File: config.mk
export PLATFORM = sky130hd
export DESIGN_NAME = adsr_vca
export DESIGN_NICKNAME = d
export VERILOG_FILES = /design/src/rtl/synth_pkg.sv /design/src/rtl/adsr_env_core.sv /design/src/rtl/adsr_vca.sv
export SDC_FILE = /design/constraint.sdc
export NUM_CORES = 2
export LEC_CHECK = 0
export ABC_CLOCK_PERIOD_IN_PS = 10400
export BUFFER_PORTS_ARGS = -buffer_cell sky130_fd_sc_hd__buf_2
export CORE_MARGIN = 2
export CORE_UTILIZATION = 30
export DETAILED_ROUTE_END_ITERATION = 6
export PLACE_DENSITY = 0.48
export SYNTH_ARGS = -nofsm -noshare
export SYNTH_HDL_FRONTEND = slang
export SYNTH_SLANG_ARGS = --single-unit
File: constraint.sdc
create_clock -name clk -period 10.4 [get_ports clk]
set_input_delay 1.04 -clock clk [delete_from_list [all_inputs] [get_ports clk]]
set_output_delay 1.04 -clock clk [all_outputs]
set_load 0.02 [all_outputs]
File: src/rtl/synth_pkg.sv
// Shared synthesizer definitions: sample width, envelope width and
// ADSR state encodings used by the oscillator and envelope stages.
package synth_pkg;

  localparam int DATA_W = 31;
  localparam int ENV_W  = 16;

  localparam logic [ENV_W-1:0] ENV_MAX = '1;

  typedef enum logic [2:0] {
    ST_IDLE    = 3'd0,
    ST_ATTACK  = 3'd1,
    ST_DECAY   = 3'd2,
    ST_SUSTAIN = 3'd3,
    ST_RELEASE = 3'd4
  } env_st_e;

endpackage

File: src/rtl/adsr_env_core.sv
// ADSR envelope FSM with a saturating envelope register.
// Advances only on sample strobes.
module adsr_env_core
  import synth_pkg::*;
(
  input  logic             clk_i,
  input  logic             rst_ni,
  input  logic             ena_i,
  input  logic             gate_i,
  input  logic [ENV_W-1:0] atk_i,
  input  logic [ENV_W-1:0] dec_i,
  input  logic [ENV_W-1:0] sus_i,
  input  logic [ENV_W-1:0] rel_i,
  output logic [ENV_W-1:0] env_o,
  output env_st_e          state_o
);

  logic [ENV_W-1:0] env_q;
  env_st_e          state_q;
  logic             gate_q;

  logic [ENV_W:0]   sum_w;
  logic [ENV_W:0]   dec_w;
  logic [ENV_W:0]   rel_w;
  logic [ENV_W-1:0] atk_d;
  logic [ENV_W-1:0] dcy_d;
  logic [ENV_W-1:0] rel_d;
  logic             rise;

  // One extra bit catches overflow/borrow; a zero step jumps to target.
  always_comb begin
    sum_w = {1'b0, env_q} + {1'b0, atk_i};
    dec_w = {1'b0, env_q} - {1'b0, dec_i};
    rel_w = {1'b0, env_q} - {1'b0, rel_i};
    atk_d = sum_w[ENV_W-1:0];
    dcy_d = dec_w[ENV_W-1:0];
    rel_d = rel_w[ENV_W-1:0];
    if (atk_i == '0 || sum_w[ENV_W])
      atk_d = ENV_MAX;
    if (dec_i == '0 || dec_w[ENV_W] ||
        dec_w[ENV_W-1:0] < sus_i)
      dcy_d = sus_i;
    if (rel_i == '0 || rel_w[ENV_W])
      rel_d = '0;
  end

  assign rise = gate_i & ~gate_q;

  always_ff @(posedge clk_i or negedge rst_ni) begin
    if (!rst_ni) begin
      env_q   <= '0;
      state_q <= ST_IDLE;
      gate_q  <= 1'b0;
    end else if (ena_i) begin
      gate_q <= gate_i;
      if (rise) begin
        state_q <= ST_ATTACK;
      end else if (!gate_i &&
                   state_q inside {ST_ATTACK, ST_DECAY, ST_SUSTAIN}) begin
        state_q <= ST_RELEASE;
      end else begin
        unique case (state_q)
          ST_ATTACK: begin
            env_q <= atk_d;
            if (atk_d == ENV_MAX) state_q <= ST_DECAY;
          end
          ST_DECAY: begin
            env_q <= dcy_d;
            if (dcy_d == sus_i) state_q <= ST_SUSTAIN;
          end
          ST_SUSTAIN: env_q <= sus_i;
          ST_RELEASE: begin
            env_q <= rel_d;
            if (rel_d == '0) state_q <= ST_IDLE;
          end
          default: begin
            env_q   <= '0;
            state_q <= ST_IDLE;
          end
        endcase
      end
    end
  end

  assign env_o   = env_q;
  assign state_o = state_q;

endmodule

File: src/rtl/adsr_vca.sv
// ADSR envelope generator driving a two-stage signed VCA multiply.
// Output lags the sample strobe by two clocks.
module adsr_vca #(
  parameter int DATA_W = synth_pkg::DATA_W
) (
  input  logic                           clk,
  input  logic                           rst,
  input  logic                           ena,
  input  logic                           gate,
  input  logic [synth_pkg::ENV_W-1:0]    attack_step,
  input  logic [synth_pkg::ENV_W-1:0]    decay_step,
  input  logic [synth_pkg::ENV_W-1:0]    sustain_level,
  input  logic [synth_pkg::ENV_W-1:0]    release_step,
  input  logic signed [DATA_W-1:0]       sample_in,
  output logic signed [DATA_W-1:0]       sample_out,
  output logic                           out_valid,
  output logic [synth_pkg::ENV_W-1:0]    env_out,
  output logic [2:0]                     env_state
);

  import synth_pkg::*;

  localparam int PW = DATA_W + ENV_W + 1;

  logic [ENV_W-1:0]         env;
  env_st_e                  st;

  logic signed [PW-1:0]     prod_d;
  logic signed [PW-1:0]     prod_q;
  logic signed [DATA_W-1:0] smp_q;
  logic signed [DATA_W-1:0] out_q;
  logic                     unity_q;
  logic                     v1_q;
  logic                     vld_q;
  logic                     unused_bits;

  adsr_env_core u_env (
    .clk_i   (clk),
    .rst_ni  (rst),
    .ena_i   (ena),
    .gate_i  (gate),
    .atk_i   (attack_step),
    .dec_i   (decay_step),
    .sus_i   (sustain_level),
    .rel_i   (release_step),
    .env_o   (env),
    .state_o (st)
  );

  // Envelope is treated as unsigned Q0.16 gain; pre-update value is used.
  assign prod_d = PW'(sample_in) * PW'($signed({1'b0, env}));

  always_ff @(posedge clk or negedge rst) begin
    if (!rst) begin
      prod_q  <= '0;
      smp_q   <= '0;
      unity_q <= 1'b0;
      v1_q    <= 1'b0;
    end else begin
      v1_q <= ena;
      if (ena) begin
        prod_q  <= prod_d;
        smp_q   <= sample_in;
        unity_q <= (env == ENV_MAX);
      end
    end
  end

  always_ff @(posedge clk or negedge rst) begin
    if (!rst) begin
      out_q <= '0;
      vld_q <= 1'b0;
    end else begin
      vld_q <= v1_q;
      if (v1_q)
        out_q <= unity_q ? smp_q : prod_q[ENV_W +: DATA_W];
    end
  end

  assign unused_bits = ^{prod_q[PW-1], prod_q[ENV_W-1:0]};

  assign sample_out = out_q;
  assign out_valid  = vld_q;
  assign env_out    = env;
  assign env_state  = st;

endmodule

==> impl_metrics.yaml <==
outcome:
  status: "complete, but fails checks"
  violations: "DRC"
route:
  drt-initial-drc-count: 991
  via_per_inst: 4.80
  num_vias: 18800
  post_drt_wl_per_cell_um: 19.4
  ant_nets: 0
  drc: 3
  drtPass1Iterations: 7
  wirelength_um: 76000
timing:
  fin_crit_ns: 7.77
  finalHoldViolations: 0
  rsz0062_at_grt: "false"
  maxSlewViolCount: 0
  skew_ns: 0.0285
  setup_viol: 0
  timing.hold.ws_ns: 0.490
  max_freq_mhz: 129
  tightest_slew_ns: 1.09
  period_share: 0.747
  tns_ns: 0
  slew_headroom: 0.272
worst_setup_path:
  start_kind: "register"
  path_cells: "buf_4 > nand2_1 > fa_1 > inv_1 > fa_1 > fa_1 > fa_1 > fa_1 > inv_1 > fa_1 > inv_1 > ha_1 > nand2_1 > nor2_1 > o2111ai_1 > o211ai_1 > a22oi_2 > o311ai_1 > a21oi_1 > xnor2_1 > mux2_2"
  crit_path_top_delay_cell: "dfrtp_1"
  cp-end-kind: "register"
  crit_buf_inv: 4
  cp_slowest_stage_delay_ns: 1.05
  cp_max_fo: 21
  worst-setup-path-type: "reg -> reg"
  critPathTopFamily: "adder cells"
  critPathArrivalTime_ns: 8.12
  cp.required_ns: 10.75
  crit_path_frequent_cell: "fa_1"
yosys:
  synth-edff-count: 0
  synth-seq-cells: 116
  syn-num-nets: 3501
  ys_seq_area_frac: 0.116
  yosys_warnings: 0
  synth_cells: 2758
  syn_avg_cell_area_um2: 9.10
  synthFlopType: "dfrtp_1"
  synth_cell_types: 81
  postSynth.asyncResetShare: 1.00
  synth_area_um2: 25100
floorplanning:
  die-area_um2: 86000
  start_util: 0.301
  die_w_um: 293
  io_pins: 150
  core_area_um2: 83300
  rows: 106
  die_h_um: 293
clock_network:
  htreeDepth: 4
  clkTransAtPathRegs_ns: 0.08
  hold_buffers: 0
  root_buffer: "clkbuf_16"
  ctsResizeCount: 0
  clock-sinks: 116
  cts_max_path_buffers: 2
  postCtsSetupBuffers: 0
  cts_tree: "built"
  clock_latency_ns: 0.49
  cts_buffers: 17
grt:
  antenna_found_initial: 1
  grt_pass1_vias: 20700
  overflow: 0
  grt_pass1_wl_um: 121000
  grt_max_degree: 64
  gr-usage-all-layers: 0.186
finish:
  nNetsFinal: 3575
  antenna_cells: 0
  layout_common_cells: "inv_1, fa_1, nand2_1"
  syn2layout_area_growth_pct: 9.64
  drive_above_1_share: 0.0984
  layout_commonest_cell: "inv_1"
  utilization: 0.330
placed_design:
  hpwl_um: 58700
  routabilityCongestion: 0.861
  io_buffers: 149
pwr:
  power_density_nw_per_um2: 279
  power.leakage_nw: 14.0
  ir_drop_mv: 0.203
flow_run:
  max-cap-violations: 0
hold_path:
  hold_path.class: "reg -> reg"
cell type report:
type / instances / area (µm²)
inverters: 599 / 2250
flip-flops and latches: 116 / 2910
fillers: 8765 / 55800
repair buffers: 176 / 955
clock buffers: 18 / 439
well taps: 1080 / 1350
multi-input cells: 1922 / 19500
clock inverters: 14 / 140
routing by layer:
layer / routed length (µm) / global-route usage / vias to the layer above / part of all wire
met5: 0 / 0 / - / 0
met4: 1950 / 0.0498 / 0 / 0.026
met3: 2350 / 0.0227 / 99 / 0.031
met2: 38800 / 0.335 / 313 / 0.51
met1: 33000 / 0.235 / 9698 / 0.43
li1: - / - / 8724 / -
final timing paths:
| kind | to | startpoint | slack, ns | cells after the start |
|---|---|---|---|---|
| max | prod_q[43] | u_env.env_o[8] | 2.63 | 21 |
| min | prod_q[20] | prod_q[20] | 0.49 | 1 |
| min reg2reg | prod_q[20] | prod_q[20] | 0.49 | 1 |
| min in group asynchronous | smp_q[28] | rst | 0.56 | 1 |
| max in group asynchronous | v1_q | rst | 8.58 | 2 |
| max reg2reg | prod_q[43] | u_env.env_o[8] | 2.63 | 21 |
synth_stat cells (all sizes together) (9+ instances only):
cell    count  share of area
inv       598          0.089
fa        471           0.38
nand2     326          0.049
and2      224          0.056
ha        173          0.086
dfrtp     116           0.12
clkbuf    112          0.017
a21oi      85          0.017
nor2       85          0.013
mux2       55          0.025
o21ai      54          0.011
xnor2      49          0.017
mux2i      39          0.016
a21o       30         0.0090
nor3       25         0.0050
xor2       22         0.0077
nand3      20         0.0040
a22o       17         0.0059
a211oi     15         0.0047
nand2b     15         0.0037
nor4       15         0.0037
o21a       15         0.0045
nand4      13         0.0032
o21bai     11         0.0033
nor2b      10         0.0025
a31oi       9         0.0022
buf         9         0.0019
o211ai      9         0.0027
kinds of logic (layout without fill, tap and decap cells):
kind of cell,Yosys count,after routing,synth area share
compound gates,336,336,0.0937
xor+xnor,75,75,0.0284
fa+ha+maj,644,644,0.462
buf+inv,720,807,0.108
flops,116,116,0.116
mux,94,94,0.0402
simple gates,773,773,0.152
worst reg2reg max path: cells and delay by family (launching register included):
family	cells	cell delay (ns)
AO/OA/AOI/OAI	5	1.74
multiplexers	1	0.26
XOR/XNOR	1	0.16
flip-flops	1	1.05
adder cells (fa/ha/maj)	7	3.36
AND/OR/NAND/NOR	3	0.43
buffers and inverters	4	0.65
metrics by stage:
stage                     cells  total power, mW  setup WS (ns)  area, µm²
after global routing       3925             8.76           2.32      27500
after detailed placement   3893             7.15           2.49      26900
final                      3925             7.69           2.63      27500
after CTS                  3925             7.84           2.63      27500
after floorplan            2758             5.46           3.35      25100
after global placement     3893             7.15           2.52      26900
state kept, by name, summed over array words and instances, names as in the netlist:
signal / cells
prod_q: 31
sample_out: 31
smp_q: 31
u_env.env_o: 16
u_env.state_o: 3
out_valid: 1
u_env.gate_q: 1
unity_q: 1
v1_q: 1
where the power goes:
group / switching, mW / leakage, nW / total (mW) / internal [mW]
logic: 3.67 / 12.3 / 6.30 / 2.63
clock network: 0.283 / 0.280 / 0.624 / 0.341
registers: 0.163 / 1.41 / 0.766 / 0.603
Power figures use the tool's default switching activity.
